File: config.mk
export PLATFORM = sky130hd
export DESIGN_NAME = riscv_cache_maint_seq
export DESIGN_NICKNAME = d
export VERILOG_FILES = /design/src/rtl/riscv_cache_maint_seq_pkg.sv /design/src/rtl/riscv_cache_maint_seq_way_pick.sv /design/src/rtl/riscv_cache_maint_seq.sv
export SDC_FILE = /design/constraint.sdc
export NUM_CORES = 1
export LEC_CHECK = 0
export ABC_AREA = 1
export CORE_UTILIZATION = 45
export DETAILED_ROUTE_END_ITERATION = 12
export PLACE_DENSITY_LB_ADDON = 0.12
export SETUP_SLACK_MARGIN = 0.1
export SLEW_MARGIN = 0
export SYNTH_ARGS = -nofsm -noshare
export SYNTH_HDL_FRONTEND = slang
export SYNTH_SLANG_ARGS = --single-unit
File: constraint.sdc
create_clock -name clk_i -period 1.9 [get_ports clk_i]
set_input_delay 0.38 -clock clk_i [delete_from_list [all_inputs] [get_ports clk_i]]
set_output_delay 0.38 -clock clk_i [all_outputs]
set_load 0.01 [all_outputs]
File: src/rtl/riscv_cache_maint_seq_pkg.sv
// Shared cache definitions: geometry helpers and maintenance sequencer enums.
package riscv_cache_maint_seq_pkg;

  function automatic int no_of_sets(input int size_kb, input int block_size, input int ways);
    return (size_kb * 1024 * 8) / (block_size * ways);
  endfunction

  // Never returns 0 so a single-set cache still gets a legal index vector.
  function automatic int no_of_index_bits(input int sets);
    return (sets > 1) ? $clog2(sets) : 1;
  endfunction

  function automatic int no_of_block_offset_bits(input int block_size);
    return (block_size > 8) ? $clog2(block_size / 8) : 0;
  endfunction

  function automatic int no_of_tag_bits(input int xlen, input int size_kb,
                                        input int block_size, input int ways);
    return xlen - no_of_index_bits(no_of_sets(size_kb, block_size, ways))
                - no_of_block_offset_bits(block_size);
  endfunction

  typedef enum logic [2:0] {
    ST_IDLE,
    ST_READ,
    ST_CHECK,
    ST_EVICT,
    ST_CLEAR,
    ST_DONE
  } maint_state_e;

  typedef enum logic {
    MODE_INV,
    MODE_FLUSH
  } maint_mode_e;

endpackage

File: src/rtl/riscv_cache_maint_seq_way_pick.sv
// Lowest-set-bit one-hot priority encoder across cache ways, with an empty flag.
module riscv_cache_way_pick #(
  parameter int WAYS = 2
) (
  input  logic [WAYS-1:0] req_i,
  output logic [WAYS-1:0] onehot_o,
  output logic            none_o
);

  // x & -x isolates the lowest set bit.
  assign onehot_o = req_i & (~req_i + WAYS'(1));
  assign none_o   = ~|req_i;

endmodule

File: src/rtl/riscv_cache_maint_seq.sv
// Cache invalidate/flush sequencer: stalls the core, walks every set, evicts
// dirty lines on flush, then clears all ways. Passes the core index when idle.
module riscv_cache_maint_seq
  import riscv_cache_maint_seq_pkg::*;
#(
  parameter  int XLEN       = 32,
  parameter  int SIZE       = 64,
  parameter  int BLOCK_SIZE = XLEN,
  parameter  int WAYS       = 2,
  localparam int SETS       = no_of_sets(SIZE, BLOCK_SIZE, WAYS),
  localparam int IDX_BITS   = no_of_index_bits(SETS)
) (
  input  logic                rst_ni,
  input  logic                clk_i,
  input  logic                invalidate_i,
  input  logic                flush_i,
  input  logic [IDX_BITS-1:0] core_idx_i,
  output logic [IDX_BITS-1:0] idx_o,
  output logic                busy_o,
  output logic                stall_o,
  output logic                done_o,
  input  logic [WAYS-1:0]     tag_valid_i,
  input  logic [WAYS-1:0]     tag_dirty_i,
  output logic                tag_we_o,
  output logic [WAYS-1:0]     tag_way_o,
  output logic                evict_req_o,
  output logic [IDX_BITS-1:0] evict_idx_o,
  output logic [WAYS-1:0]     evict_way_o,
  input  logic                evict_ack_i
);

  localparam logic [IDX_BITS-1:0] LAST_SET = IDX_BITS'(SETS - 1);

  maint_state_e        state_q;
  maint_mode_e         mode_q;
  logic [IDX_BITS-1:0] cnt_q;
  logic [WAYS-1:0]     pend_q, pend_d;
  logic [WAYS-1:0]     way_nxt;
  logic                pend_none;
  logic                busy_q, done_q, tag_we_q, evict_req_q;
  logic [WAYS-1:0]     tag_way_q, evict_way_q;
  logic [IDX_BITS-1:0] evict_idx_q;

  // In CHECK the pending set comes straight off the tag read; in EVICT it is
  // the current set minus the way being acknowledged.
  assign pend_d = (state_q == ST_CHECK) ? (tag_valid_i & tag_dirty_i)
                                        : (pend_q & ~evict_way_q);

  riscv_cache_way_pick #(.WAYS(WAYS)) u_way_pick (
    .req_i    (pend_d),
    .onehot_o (way_nxt),
    .none_o   (pend_none)
  );

  always_ff @(posedge clk_i or negedge rst_ni) begin
    if (!rst_ni) begin
      state_q     <= ST_IDLE;
      mode_q      <= MODE_INV;
      cnt_q       <= '0;
      pend_q      <= '0;
      busy_q      <= 1'b0;
      done_q      <= 1'b0;
      tag_we_q    <= 1'b0;
      tag_way_q   <= '0;
      evict_req_q <= 1'b0;
      evict_idx_q <= '0;
      evict_way_q <= '0;
    end else begin
      case (state_q)
        ST_IDLE: begin
          if (flush_i || invalidate_i) begin
            mode_q  <= flush_i ? MODE_FLUSH : MODE_INV;
            cnt_q   <= '0;
            busy_q  <= 1'b1;
            state_q <= ST_READ;
          end
        end
        ST_READ: state_q <= ST_CHECK;
        ST_CHECK: begin
          pend_q <= pend_d;
          if (mode_q == MODE_FLUSH && !pend_none) begin
            evict_req_q <= 1'b1;
            evict_idx_q <= cnt_q;
            evict_way_q <= way_nxt;
            state_q     <= ST_EVICT;
          end else begin
            tag_we_q  <= 1'b1;
            tag_way_q <= '1;
            state_q   <= ST_CLEAR;
          end
        end
        ST_EVICT: begin
          // Request and way stay frozen until the BIU acknowledges.
          if (evict_ack_i) begin
            pend_q <= pend_d;
            if (!pend_none) begin
              evict_way_q <= way_nxt;
            end else begin
              evict_req_q <= 1'b0;
              evict_way_q <= '0;
              tag_we_q    <= 1'b1;
              tag_way_q   <= '1;
              state_q     <= ST_CLEAR;
            end
          end
        end
        ST_CLEAR: begin
          tag_we_q  <= 1'b0;
          tag_way_q <= '0;
          if (cnt_q == LAST_SET) begin
            done_q  <= 1'b1;
            state_q <= ST_DONE;
          end else begin
            cnt_q   <= cnt_q + IDX_BITS'(1);
            state_q <= ST_READ;
          end
        end
        ST_DONE: begin
          done_q  <= 1'b0;
          busy_q  <= 1'b0;
          state_q <= ST_IDLE;
        end
        default: state_q <= ST_IDLE;
      endcase
    end
  end

  assign idx_o       = (state_q == ST_IDLE) ? core_idx_i : cnt_q;
  assign busy_o      = busy_q;
  assign stall_o     = busy_q;
  assign done_o      = done_q;
  assign tag_we_o    = tag_we_q;
  assign tag_way_o   = tag_way_q;
  assign evict_req_o = evict_req_q;
  assign evict_idx_o = evict_idx_q;
  assign evict_way_o = evict_way_q;

endmodule

==> run_summary.xml, run 1 <==
<?xml version="1.0" encoding="UTF-8"?>
<metrics>
  <group name="clocking">
    <metric name="worstSkewPairLatency" unit="ns">0.30</metric>
    <metric name="cts_root_buf" unit="">sky130_fd_sc_hd__clkbuf_8</metric>
    <metric name="cts_sinks" unit="">38</metric>
    <metric name="clock_path_buffers" unit="">2</metric>
    <metric name="cts.reportedPaths.clkPinSlew" unit="ns">0.08</metric>
    <metric name="h-tree-depth" unit="">2</metric>
    <metric name="cts_tree" unit="">built</metric>
    <metric name="numCtsBuffers" unit="">5</metric>
  </group>
  <group name="critical_path">
    <metric name="critical_path_buf_inv_count" unit="">4</metric>
    <metric name="cp_data_arrival_time" unit="ns">1.52</metric>
    <metric name="worstPathRequired" unit="ns">1.52</metric>
    <metric name="crit_family" unit="">buffers and inverters</metric>
    <metric name="critical_path_depth" unit="">8</metric>
    <metric name="crit_start" unit="">state_q[0]</metric>
    <metric name="timing.setup.critical_path_class" unit="">flip-flop to output port</metric>
    <metric name="timing.critical_path.cells" unit="">inv_2 &gt; nand2_4 &gt; nor2_4 &gt; buf_6 &gt; buf_4 &gt; nand2_1 &gt; o21ai_1 &gt; buf_2</metric>
    <metric name="endpoint" unit="">idx_o[10]</metric>
    <metric name="worstSetupStartpointType" unit="">flip-flop</metric>
    <metric name="max_stage_delay" unit="ns">0.40</metric>
    <metric name="crit_fanout" unit="">5</metric>
    <metric name="r2r-start" unit="">state_q[0]</metric>
    <metric name="endpoint_kind_of_the_worst_setup_timing_path" unit="">output port</metric>
    <metric name="regToRegSetupSlack" unit="ns">0.10</metric>
    <metric name="cpMaxStageDelayCell" unit="">sky130_fd_sc_hd__dfrtp_1</metric>
    <metric name="worstReg2RegEnd" unit="">cnt_q[5]</metric>
    <metric name="r2r_cells" unit="">13</metric>
  </group>
  <group name="place">
    <metric name="dpl.cell_count" unit="">379</metric>
    <metric name="dp_hpwl" unit="mm">3.84</metric>
    <metric name="globalplace.congestion" unit="">0.873</metric>
    <metric name="port_buffers" unit="">56</metric>
    <metric name="placedInstanceArea" unit="um2">2830</metric>
    <metric name="dpl_worst_slack" unit="ns">-0.0651</metric>
  </group>
  <group name="sta">
    <metric name="worstMarginPinSlew" unit="ns">0.428</metric>
    <metric name="clock.fmax" unit="MHz">525</metric>
    <metric name="setup_repair_after_global_routing_missed_its_margin" unit="">yes</metric>
    <metric name="timing.clock.skew" unit="ns">0.00730</metric>
    <metric name="timing.final.hold_violations" unit="">0</metric>
    <metric name="report.final.setup_viol" unit="">1</metric>
    <metric name="slew-limit-headroom" unit="%">71.4</metric>
    <metric name="final_max_slew_violation_count" unit="">0</metric>
    <metric name="fin_crit" unit="ns">1.90</metric>
    <metric name="setup_slack" unit="ns">-0.00368</metric>
    <metric name="post_route_clock_period_utilization" unit="%">100</metric>
  </group>
  <group name="cells_and_area">
    <metric name="fin_nets" unit="">371</metric>
    <metric name="instances_no_fill" unit="">401</metric>
    <metric name="post_route_cells_drive_above_1_share" unit="%">30.7</metric>
    <metric name="insertedDiodeCount" unit="">0</metric>
    <metric name="area_growth_syn_to_layout" unit="%">46.6</metric>
    <metric name="cell_area_after_layout" unit="um2">3120</metric>
  </group>
  <group name="power_and_ir_drop">
    <metric name="cellLeakagePower" unit="nW">1.47</metric>
    <metric name="power.density" unit="nW/um2">1310</metric>
    <metric name="ir_drop" unit="mV">0.543</metric>
    <metric name="report.power.total" unit="W">0.00409</metric>
  </group>
  <group name="global_routing">
    <metric name="maximum_number_of_pins_on_one_net_before_global_route_repair" unit="">22</metric>
    <metric name="grt_first_pass_wirelength" unit="mm">8.80</metric>
    <metric name="antenna_found_initial" unit="">0</metric>
    <metric name="globalRouteMet1Util" unit="%">28.8</metric>
    <metric name="track_usage" unit="%">22.4</metric>
    <metric name="globalRoute.busiestLayer" unit="">met2</metric>
    <metric name="global_route.usage.met2" unit="%">38.4</metric>
    <metric name="grt.overflow.total" unit="">0</metric>
    <metric name="grt_pass1_vias" unit="">1911</metric>
    <metric name="grt.met3_usage" unit="%">3.85</metric>
  </group>
  <group name="yosys">
    <metric name="netlist_area" unit="um2">2130</metric>
    <metric name="yosys_warnings" unit="">0</metric>
    <metric name="netlist.top_cell.by_area" unit="">sky130_fd_sc_hd__dfrtp_1</metric>
    <metric name="post_synth_fa_ha_maj_area_fraction" unit="%">0.588</metric>
    <metric name="ys_async_sr_fraction" unit="%">100</metric>
    <metric name="synthCells" unit="">262</metric>
    <metric name="netlist.area_leader.share" unit="%">44.7</metric>
    <metric name="synth-edff-count" unit="">0</metric>
    <metric name="synthDistinctLibCells" unit="">31</metric>
    <metric name="synth_flop_cell" unit="">sky130_fd_sc_hd__dfrtp_1</metric>
    <metric name="synth_xor_xnor_area_share" unit="%">2.06</metric>
    <metric name="yosys.area_share.simple" unit="%">30.8</metric>
    <metric name="synth.top_cells.by_area" unit="">sky130_fd_sc_hd__dfrtp_1, sky130_fd_sc_hd__nand2_1, sky130_fd_sc_hd__o21ai_0</metric>
    <metric name="post_synth.cell_area_avg" unit="um2">8.12</metric>
    <metric name="synth_seq_cells" unit="">38</metric>
    <metric name="synth.net_count" unit="">285</metric>
    <metric name="synth_top_family_by_area" unit="">simple AND/OR/NAND/NOR gates</metric>
    <metric name="synth.mux.area_fraction" unit="%">0</metric>
    <metric name="synth-compound-area-share" unit="%">13.5</metric>
    <metric name="yosysSeqAreaShare" unit="%">44.7</metric>
  </group>
  <group name="floorplan">
    <metric name="dieArea" unit="um2">5010</metric>
    <metric name="core-area" unit="um2">4440</metric>
    <metric name="initial_utilization" unit="%">47.9</metric>
    <metric name="die_height" unit="um">70.8</metric>
    <metric name="floorplan.io_pins" unit="">57</metric>
    <metric name="fp-row-count" unit="">24</metric>
    <metric name="chipWidth" unit="um">70.8</metric>
  </group>
  <group name="drt">
    <metric name="drcViolationCount" unit="">6</metric>
    <metric name="drt_iter0_markers" unit="">96</metric>
    <metric name="routedWlPerCell" unit="um">13.4</metric>
    <metric name="vias_after_detailed_routing" unit="">2056</metric>
    <metric name="drt_pass1_iterations" unit="">8</metric>
    <metric name="ant_nets" unit="">0</metric>
    <metric name="routed_via_density" unit="">5.13</metric>
    <metric name="route.final.wire_length" unit="mm">5.39</metric>
  </group>
  <group name="status">
    <metric name="status" unit="">finished with violations</metric>
    <metric name="violations" unit="">design-rule violations, negative setup slack</metric>
  </group>
  <group name="min_path">
    <metric name="hp-class" unit="">input pin to asynchronous set/reset pin</metric>
  </group>
  <group name="run">
    <metric name="timing.max_cap.violations" unit="">0</metric>
  </group>
</metrics>
[area by class of cell]
type | instances | area (um2)
timing repair buffer | 89 | 801
fill | 375 | 1330
clock inverter | 2 | 12.5
inverter | 25 | 106
sequential | 38 | 951
multi-input combinational | 189 | 1100
tap | 52 | 65.1
clock buffer | 6 | 82.6
[cell usage after synthesis (2+ instances only)]
| cell | number |
|---|---|
| sky130_fd_sc_hd__nand2_1 | 72 |
| sky130_fd_sc_hd__dfrtp_1 | 38 |
| sky130_fd_sc_hd__o21ai_1 | 12 |
| sky130_fd_sc_hd__xor2_1 | 4 |
| sky130_fd_sc_hd__buf_4 | 3 |
| sky130_fd_sc_hd__buf_2 | 2 |
| sky130_fd_sc_hd__inv_2 | 3 |
| sky130_fd_sc_hd__nand2_2 | 8 |
| sky130_fd_sc_hd__o21ai_0 | 21 |
| sky130_fd_sc_hd__inv_1 | 21 |
| sky130_fd_sc_hd__nand4_1 | 4 |
| sky130_fd_sc_hd__nand3_2 | 4 |
| sky130_fd_sc_hd__nand3_4 | 2 |
| sky130_fd_sc_hd__a21oi_1 | 5 |
| sky130_fd_sc_hd__buf_6 | 4 |
| sky130_fd_sc_hd__nand3_1 | 20 |
| sky130_fd_sc_hd__o21ai_2 | 8 |
| sky130_fd_sc_hd__nor2_4 | 2 |
| sky130_fd_sc_hd__nor3_1 | 4 |
| sky130_fd_sc_hd__nor2_1 | 14 |
[worst min path at each step]
stage	start	end	slack, ns	cells past startpoint
6_report	rst_ni	busy_o	0.006	1
3_3_place_gp	rst_ni	busy_o	0.34	1
4_1_cts	rst_ni	busy_o	0.01	1
3_5_place_dp	rst_ni	busy_o	0.34	1
2_1_floorplan	rst_ni	busy_o	0.08	0
5_1_grt	rst_ni	busy_o	0.04	1
[per-layer routing]
| metal | up-vias | share of wire, % |
|---|---|---|
| met2 | 41 | 51 |
| met3 | 10 | 3.9 |
| met4 | 0 | 1.7 |
| met1 | 979 | 44 |
| li1 | 1026 | - |
| met5 | - | 0 |
[state kept, by name, indices dropped and copies added, names as in the netlist]
signal	count
pend_q	2
tag_way_o	1
evict_req_o	1
mode_q	1
evict_way_o	2
evict_idx_o	13
cnt_q	13
busy_o	1
state_q	3
done_o	1
[per-stage QoR]
stage	TNS [ns]	util, %	hold slack, ns
finish	-0.00368	70.2	0.00557
global route	-0.309	70.2	0.0412
CTS	0	66.2	0.0146
detailed placement	-0.458	63.7	0.338
global placement	-0.306	63.7	0.339
floorplan	0	-	0.0844
[cells in the final DEF, fill, tap and decap left out, types with 4 or more instances in the layout]
cell type                         count
sky130_fd_sc_hd__dfrtp_1             38
sky130_fd_sc_hd__nand4_1              4
sky130_fd_sc_hd__inv_2                4
sky130_fd_sc_hd__nor3_1               4
sky130_fd_sc_hd__buf_4               22
sky130_fd_sc_hd__o21ai_1             20
sky130_fd_sc_hd__nand2_2             11
sky130_fd_sc_hd__a21oi_1              5
sky130_fd_sc_hd__buf_2               14
sky130_fd_sc_hd__o21ai_0              7
sky130_fd_sc_hd__nand2_4              7
sky130_fd_sc_hd__nor2_1              13
sky130_fd_sc_hd__inv_1               20
sky130_fd_sc_hd__nand3_2              4
sky130_fd_sc_hd__o21ai_2             14
sky130_fd_sc_hd__nand3_1             20
sky130_fd_sc_hd__clkbuf_8             6
sky130_fd_sc_hd__buf_6                8
sky130_fd_sc_hd__clkdlybuf4s50_1     42
sky130_fd_sc_hd__xor2_1               4
sky130_fd_sc_hd__nand2_1             62
[power by group]
group | total (W) | internal, W | switching (W)
Clock | 0.000591 | 0.000292 | 0.000299
Sequential | 0.00112 | 0.000986 | 0.000133
Combinational | 0.00238 | 0.00114 | 0.00123
Total | 0.00409 | 0.00242 | 0.00167
[repair_timing]
action,4_1_cts,5_1_grt
cloned,1,1
hold buffers,0,0
endpoints found under the setup margin,13,24
pin swaps,0,5
setup buffers,2,10
resized for setup,55,55
[worst reg2reg max path: stages (launching register included)]
cell	delay (ns)
sky130_fd_sc_hd__dfrtp_1	0.40
sky130_fd_sc_hd__inv_2	0.08
sky130_fd_sc_hd__nand2_4	0.06
sky130_fd_sc_hd__nor2_4	0.17
sky130_fd_sc_hd__buf_6	0.13
sky130_fd_sc_hd__buf_8	0.12
sky130_fd_sc_hd__buf_4	0.11
sky130_fd_sc_hd__buf_4	0.09
sky130_fd_sc_hd__buf_6	0.09
sky130_fd_sc_hd__nand2_4	0.06
sky130_fd_sc_hd__nand3_4	0.13
sky130_fd_sc_hd__clkinv_8	0.12
sky130_fd_sc_hd__nand2_4	0.08
sky130_fd_sc_hd__o21ai_2	0.04
[logic make-up (layout without fill, tap and decap cells)]
logic type	Yosys count	count (layout)
AO/OA/AOI/OAI	49	49
XOR/XNOR	5	5
adder cells (fa/ha/maj)	1	1
buffers and inverters	35	122
flip-flops	38	38
AND/OR/NAND/NOR	134	134
Power figures use the tool's default switching activity.
==> inputs of run 2 (changes only) <==
--- a/config.mk
+++ b/config.mk
@@ -6,7 +6,7 @@
 export NUM_CORES = 1
 export LEC_CHECK = 0
 export ABC_AREA = 1
-export CORE_UTILIZATION = 45
+export CORE_UTILIZATION = 48
 export DETAILED_ROUTE_END_ITERATION = 12
 export PLACE_DENSITY_LB_ADDON = 0.12
 export SETUP_SLACK_MARGIN = 0.1
==> run 2 against run 1 <==
Effect of this change:
- the flow now finishes without violations
- utilization is 1.6 points higher
- routed wire length about the same
- die area is 6.1% lower
- cell count shrank 4.0%
- final area down 5.3%
- sequential cell count unchanged
- clock skew grew 0.0039 ns
- largest cell class unchanged
==> run_summary.xml, run 2 (synthesis gave the netlist of run 1 again) <==
<?xml version="1.0" encoding="UTF-8"?>
<metrics>
  <group name="critical_path">
    <metric name="r2r_cells" unit="">8</metric>
    <metric name="regToRegSetupSlack" unit="ns">0.18</metric>
    <metric name="cpMaxStageDelayCell" unit="">sky130_fd_sc_hd__dfrtp_1</metric>
    <metric name="crit_fanout" unit="">8</metric>
    <metric name="endpoint_kind_of_the_worst_setup_timing_path" unit="">output port</metric>
    <metric name="worstSetupStartpointType" unit="">flip-flop</metric>
    <metric name="critical_path_depth" unit="">7</metric>
    <metric name="critical_path_buf_inv_count" unit="">3</metric>
    <metric name="cp_data_arrival_time" unit="ns">1.43</metric>
    <metric name="timing.setup.critical_path_class" unit="">flip-flop to output port</metric>
    <metric name="worstPathRequired" unit="ns">1.52</metric>
    <metric name="crit_family" unit="">flip-flops</metric>
    <metric name="timing.critical_path.cells" unit="">inv_2 &gt; nand2_4 &gt; nor2_4 &gt; buf_6 &gt; nand2_1 &gt; o21ai_1 &gt; buf_2</metric>
    <metric name="max_stage_delay" unit="ns">0.39</metric>
  </group>
  <group name="drt">
    <metric name="topRoutingLayerUsed" unit="">met4</metric>
    <metric name="ant_nets" unit="">0</metric>
    <metric name="drcViolationCount" unit="">0</metric>
    <metric name="drt_pass1_iterations" unit="">4</metric>
    <metric name="met3RoutedLength" unit="um">246</metric>
    <metric name="wl_met2" unit="mm">2.79</metric>
    <metric name="vias_after_detailed_routing" unit="">2040</metric>
    <metric name="routedWlPerCell" unit="um">14.0</metric>
    <metric name="route.final.wire_length" unit="mm">5.38</metric>
    <metric name="routedLengthMet1" unit="mm">2.28</metric>
    <metric name="drt_iter0_markers" unit="">158</metric>
    <metric name="routed_via_density" unit="">5.30</metric>
  </group>
  <group name="min_path">
    <metric name="hp-class" unit="">input pin to asynchronous set/reset pin</metric>
  </group>
  <group name="clocking">
    <metric name="clock_path_buffers" unit="">2</metric>
    <metric name="cts.reportedPaths.clkPinSlew" unit="ns">0.08</metric>
    <metric name="ctsHoldBuffers" unit="">0</metric>
    <metric name="cts_sinks" unit="">38</metric>
    <metric name="h-tree-depth" unit="">2</metric>
    <metric name="cts_tree" unit="">built</metric>
    <metric name="cts_root_buf" unit="">sky130_fd_sc_hd__clkbuf_8</metric>
    <metric name="worstSkewPairLatency" unit="ns">0.30</metric>
    <metric name="numCtsBuffers" unit="">5</metric>
  </group>
  <group name="floorplan">
    <metric name="core-area" unit="um2">4120</metric>
    <metric name="floorplan.io_pins" unit="">57</metric>
    <metric name="initial_utilization" unit="%">51.7</metric>
    <metric name="fp-row-count" unit="">23</metric>
    <metric name="dieArea" unit="um2">4700</metric>
    <metric name="die_height" unit="um">68.6</metric>
    <metric name="chipWidth" unit="um">68.6</metric>
  </group>
  <group name="sta">
    <metric name="fin_crit" unit="ns">1.81</metric>
    <metric name="report.final.setup_viol" unit="">0</metric>
    <metric name="setup_repair_after_global_routing_missed_its_margin" unit="">yes</metric>
    <metric name="slew-limit-headroom" unit="%">68.1</metric>
    <metric name="post_route_clock_period_utilization" unit="%">95.0</metric>
    <metric name="final.hold.worst_slack" unit="ns">0.0339</metric>
    <metric name="timing.clock.skew" unit="ns">0.0112</metric>
    <metric name="timing.final.hold_violations" unit="">0</metric>
    <metric name="final_max_slew_violation_count" unit="">0</metric>
    <metric name="clock.fmax" unit="MHz">554</metric>
    <metric name="worstMarginPinSlew" unit="ns">0.478</metric>
    <metric name="setup_slack" unit="ns">0.0944</metric>
  </group>
  <group name="global_routing">
    <metric name="grt_pass1_vias" unit="">1861</metric>
    <metric name="grt_first_pass_wirelength" unit="mm">8.74</metric>
    <metric name="antenna_found_initial" unit="">0</metric>
    <metric name="grt.overflow.total" unit="">0</metric>
    <metric name="track_usage" unit="%">25.9</metric>
    <metric name="maximum_number_of_pins_on_one_net_before_global_route_repair" unit="">32</metric>
  </group>
  <group name="power_and_ir_drop">
    <metric name="power.density" unit="nW/um2">1280</metric>
    <metric name="ir_drop" unit="mV">0.698</metric>
    <metric name="cellLeakagePower" unit="nW">1.35</metric>
  </group>
  <group name="cells_and_area">
    <metric name="mostFrequentLayoutCell" unit="">sky130_fd_sc_hd__nand2_1</metric>
    <metric name="instances_no_fill" unit="">385</metric>
    <metric name="area_growth_syn_to_layout" unit="%">38.8</metric>
    <metric name="layout_common_cells" unit="">sky130_fd_sc_hd__nand2_1, sky130_fd_sc_hd__clkdlybuf4s50_1, sky130_fd_sc_hd__dfrtp_1</metric>
    <metric name="final.fill_count" unit="">331</metric>
    <metric name="insertedDiodeCount" unit="">0</metric>
    <metric name="post-route-util" unit="%">71.7</metric>
    <metric name="post_route_cells_drive_above_1_share" unit="%">26.6</metric>
    <metric name="fin_nets" unit="">358</metric>
  </group>
  <group name="place">
    <metric name="globalplace.congestion" unit="">0.910</metric>
    <metric name="dpl.cell_count" unit="">374</metric>
    <metric name="port_buffers" unit="">56</metric>
    <metric name="dpl_worst_slack" unit="ns">-0.0583</metric>
    <metric name="dp_hpwl" unit="mm">3.95</metric>
  </group>
  <group name="status">
    <metric name="status" unit="">complete, no violations</metric>
  </group>
  <group name="run">
    <metric name="timing.max_cap.violations" unit="">0</metric>
  </group>
</metrics>
run 2: cell count changes in the layout (fill, tap and decap cells not counted), sizes merged:
cell / change
clkinv: -2
inv: +1
bufinv: +1
buf: -13
clkinvlp: -1
run 2: worst paths after layout:
| check | from | to |
|---|---|---|
| max | state_q[1] | idx_o[5] |
| max in group asynchronous | rst_ni | cnt_q[0] |
| min | rst_ni | tag_way_o[0] |
| min in group clk_i | evict_idx_o[8] | evict_idx_o[8] |
| max reg2reg | cnt_q[1] | cnt_q[7] |
| min reg2reg | evict_idx_o[8] | evict_idx_o[8] |
run 2: repair_timing:
item                                    4_1_cts  5_1_grt
gates cloned                                  2        0
hold endpoints to repair                      0        0
endpoints found under the setup margin       13       23
setup buffers                                 0        2
resized for setup                            70       17
pin swaps                                     2        3
run 2: power by group:
group / internal (W) / switching (W) / total (W)
logic: 0.000859 / 0.00111 / 0.00197
registers: 0.000988 / 0.000130 / 0.00112
clock network: 0.000420 / 0.000281 / 0.000701
total: 0.00227 / 0.00152 / 0.00379
run 2: area by class of cell:
| type | instances | area, um2 | area share (%) |
|---|---|---|---|
| clock buffers | 6 | 82.6 | 2.80 |
| clock inverters | 1 | 30.0 | 1.02 |
| flip-flops and latches | 38 | 952 | 32.3 |
| well taps | 50 | 62.6 | 2.12 |
| multi-input cells | 189 | 1050 | 35.7 |
| repair buffers | 76 | 673 | 22.8 |
| inverters | 25 | 96.3 | 3.26 |
run 2: through the flow:
stage,instance area (um2),TNS (ns),power (W)
floorplan,2130,0,0.00224
CTS,2890,0,0.00375
global route,2950,0,0.00406
finish,2950,0,0.00379
detailed placement,2810,-0.443,0.00302
global placement,2810,-0.389,0.00296
run 2: routing by layer:
layer / up-vias / track usage, %
met1: 980 / 32.9
met4: 0 / 9.90
met2: 55 / 43.6
met3: 7 / 4.44
li1: 998 / -
met5: - / 0
==> inputs of run 3 (changes only) <==
--- a/config.mk
+++ b/config.mk
@@ -6,6 +6,7 @@
 export NUM_CORES = 1
 export LEC_CHECK = 0
 export ABC_AREA = 1
+export CORE_MARGIN = 2
 export CORE_UTILIZATION = 48
 export DETAILED_ROUTE_END_ITERATION = 12
 export PLACE_DENSITY_LB_ADDON = 0.12
==> run 3 against run 2 <==
Effect of this change:
- power is 0.12% higher
- routed wire length is 4.6% lower
- sequential cell count stayed put
- critical path type unchanged
==> run_summary.xml, run 3 (synthesis gave the netlist of run 1 again) <==
<?xml version="1.0" encoding="UTF-8"?>
<metrics>
  <group name="drt">
    <metric name="route.final.wire_length" unit="mm">5.13</metric>
    <metric name="drt_iter0_markers" unit="">74</metric>
    <metric name="drcViolationCount" unit="">0</metric>
    <metric name="routedWlPerCell" unit="um">13.0</metric>
    <metric name="drt_pass1_iterations" unit="">4</metric>
    <metric name="ant_nets" unit="">0</metric>
    <metric name="routed_via_density" unit="">5.08</metric>
    <metric name="vias_after_detailed_routing" unit="">2002</metric>
  </group>
  <group name="critical_path">
    <metric name="worstPathRequired" unit="ns">1.52</metric>
    <metric name="worstSetupStartpointType" unit="">flip-flop</metric>
    <metric name="endpoint_kind_of_the_worst_setup_timing_path" unit="">output port</metric>
    <metric name="critical_path_buf_inv_count" unit="">3</metric>
    <metric name="regToRegSetupSlack" unit="ns">0.17</metric>
    <metric name="crit_fanout" unit="">5</metric>
    <metric name="worstReg2RegEnd" unit="">cnt_q[1]</metric>
    <metric name="cp_data_arrival_time" unit="ns">1.47</metric>
    <metric name="cpMaxStageDelayCell" unit="">sky130_fd_sc_hd__dfrtp_1</metric>
    <metric name="max_stage_delay" unit="ns">0.41</metric>
    <metric name="r2r-start" unit="">state_q[1]</metric>
    <metric name="timing.critical_path.cells" unit="">inv_2 &gt; nand2_4 &gt; nor2_4 &gt; buf_6 &gt; nand2_2 &gt; o21ai_1 &gt; buf_2</metric>
    <metric name="timing.setup.critical_path_class" unit="">flip-flop to output port</metric>
    <metric name="crit_family" unit="">flip-flops</metric>
    <metric name="r2r_cells" unit="">10</metric>
  </group>
  <group name="run">
    <metric name="timing.max_cap.violations" unit="">0</metric>
  </group>
  <group name="clocking">
    <metric name="ctsHoldBuffers" unit="">0</metric>
    <metric name="clock_path_buffers" unit="">2</metric>
    <metric name="cts.reportedPaths.clkPinSlew" unit="ns">0.08</metric>
    <metric name="numCtsBuffers" unit="">5</metric>
    <metric name="h-tree-depth" unit="">2</metric>
    <metric name="cts_sinks" unit="">38</metric>
    <metric name="cts_root_buf" unit="">sky130_fd_sc_hd__clkbuf_8</metric>
    <metric name="worstSkewPairLatency" unit="ns">0.29</metric>
    <metric name="cts_tree" unit="">built</metric>
  </group>
  <group name="cells_and_area">
    <metric name="instances_no_fill" unit="">394</metric>
    <metric name="area_growth_syn_to_layout" unit="%">40.6</metric>
    <metric name="mostFrequentLayoutCell" unit="">sky130_fd_sc_hd__nand2_1</metric>
    <metric name="post_route_cells_drive_above_1_share" unit="%">28.4</metric>
    <metric name="layout_common_cells" unit="">sky130_fd_sc_hd__nand2_1, sky130_fd_sc_hd__clkdlybuf4s50_1, sky130_fd_sc_hd__dfrtp_1</metric>
    <metric name="fin_nets" unit="">364</metric>
    <metric name="post-route-util" unit="%">69.2</metric>
    <metric name="insertedDiodeCount" unit="">0</metric>
  </group>
  <group name="status">
    <metric name="status" unit="">complete, no violations</metric>
  </group>
  <group name="power_and_ir_drop">
    <metric name="power.density" unit="nW/um2">1270</metric>
    <metric name="report.power.total" unit="W">0.00379</metric>
    <metric name="ir_drop" unit="mV">0.620</metric>
    <metric name="cellLeakagePower" unit="nW">1.38</metric>
  </group>
  <group name="global_routing">
    <metric name="grt.overflow.total" unit="">0</metric>
    <metric name="antenna_found_initial" unit="">0</metric>
    <metric name="track_usage" unit="%">22.2</metric>
    <metric name="grt_first_pass_wirelength" unit="mm">8.85</metric>
    <metric name="maximum_number_of_pins_on_one_net_before_global_route_repair" unit="">22</metric>
    <metric name="grt_pass1_vias" unit="">1910</metric>
  </group>
  <group name="sta">
    <metric name="setup_repair_after_global_routing_missed_its_margin" unit="">yes</metric>
    <metric name="clock.fmax" unit="MHz">541</metric>
    <metric name="timing.clock.skew" unit="ns">0.00892</metric>
    <metric name="final.hold.worst_slack" unit="ns">0.0329</metric>
    <metric name="report.final.setup_viol" unit="">0</metric>
    <metric name="fin_crit" unit="ns">1.85</metric>
    <metric name="post_route_clock_period_utilization" unit="%">97.2</metric>
    <metric name="slew-limit-headroom" unit="%">67.6</metric>
    <metric name="timing.final.hold_violations" unit="">0</metric>
    <metric name="worstMarginPinSlew" unit="ns">0.486</metric>
    <metric name="final_max_slew_violation_count" unit="">0</metric>
  </group>
  <group name="place">
    <metric name="dpl.cell_count" unit="">376</metric>
    <metric name="globalplace.congestion" unit="">0.878</metric>
    <metric name="port_buffers" unit="">56</metric>
    <metric name="dp_hpwl" unit="mm">3.84</metric>
  </group>
  <group name="floorplan">
    <metric name="dieArea" unit="um2">4980</metric>
    <metric name="core-area" unit="um2">4320</metric>
    <metric name="chipWidth" unit="um">70.6</metric>
    <metric name="initial_utilization" unit="%">49.2</metric>
    <metric name="die_height" unit="um">70.6</metric>
    <metric name="floorplan.io_pins" unit="">57</metric>
    <metric name="fp-row-count" unit="">24</metric>
  </group>
  <group name="min_path">
    <metric name="hp-class" unit="">input pin to asynchronous set/reset pin</metric>
  </group>
</metrics>
run 3: power breakdown:
group          internal (W)  total [W]  leakage (nW)  switching [W]
clock              0.000292   0.000584        0.0472       0.000292
sequential         0.000986    0.00111         0.504       0.000123
combinational      0.000960    0.00210         0.825        0.00114
total               0.00224    0.00379          1.38        0.00156
run 3: how the worst max path moves through the flow:
stage          startpoint  depth (start not counted)         to  slack (ns)
6_report       state_q[1]                          7   idx_o[4]        0.05
5_1_grt        state_q[1]                          7   idx_o[1]       -0.03
4_1_cts        state_q[1]                          7  idx_o[12]        0.02
3_5_place_dp   state_q[1]                          7   idx_o[6]       -0.06
3_3_place_gp   state_q[1]                          7  idx_o[12]       -0.03
2_1_floorplan  state_q[1]                          7  idx_o[10]        0.24
run 3: through the flow:
step	instance area, um2	worst slack (ns)	TNS, ns
6_report	2990	0.0524	0
2_1_floorplan	2130	0.244	0
5_1_grt	2990	-0.0274	-0.165
3_5_place_dp	2810	-0.0614	-0.331
3_3_place_gp	2810	-0.0316	-0.205
4_1_cts	2900	0.0235	0
run 3: final cells by class:
| cell class | instances | area (um2) |
|---|---|---|
| fillers | 372 | 1330 |
| multi-input cells | 189 | 1050 |
| flip-flops and latches | 38 | 951 |
| repair buffers | 82 | 729 |
| inverters | 25 | 96.3 |
| clock buffers | 6 | 82.6 |
| well taps | 52 | 65.1 |
| clock inverters | 2 | 12.5 |
run 3: what timing repair did:
action	CTS	global route
endpoints found under the setup margin	15	22
hold endpoints to repair	0	0
pin swaps	2	3
gates cloned	3	0
buffers inserted	1	6
resized for setup	77	15
run 3: per-layer routing:
| layer | global-route usage, % | routed length, um | up-vias |
|---|---|---|---|
| li1 | - | - | 1018 |
| met1 | 28.9 | 2270 | 944 |
| met2 | 37.3 | 2610 | 32 |
| met3 | 5.13 | 167 | 8 |
| met4 | 6.92 | 85 | 0 |
| met5 | 0 | 0 | - |
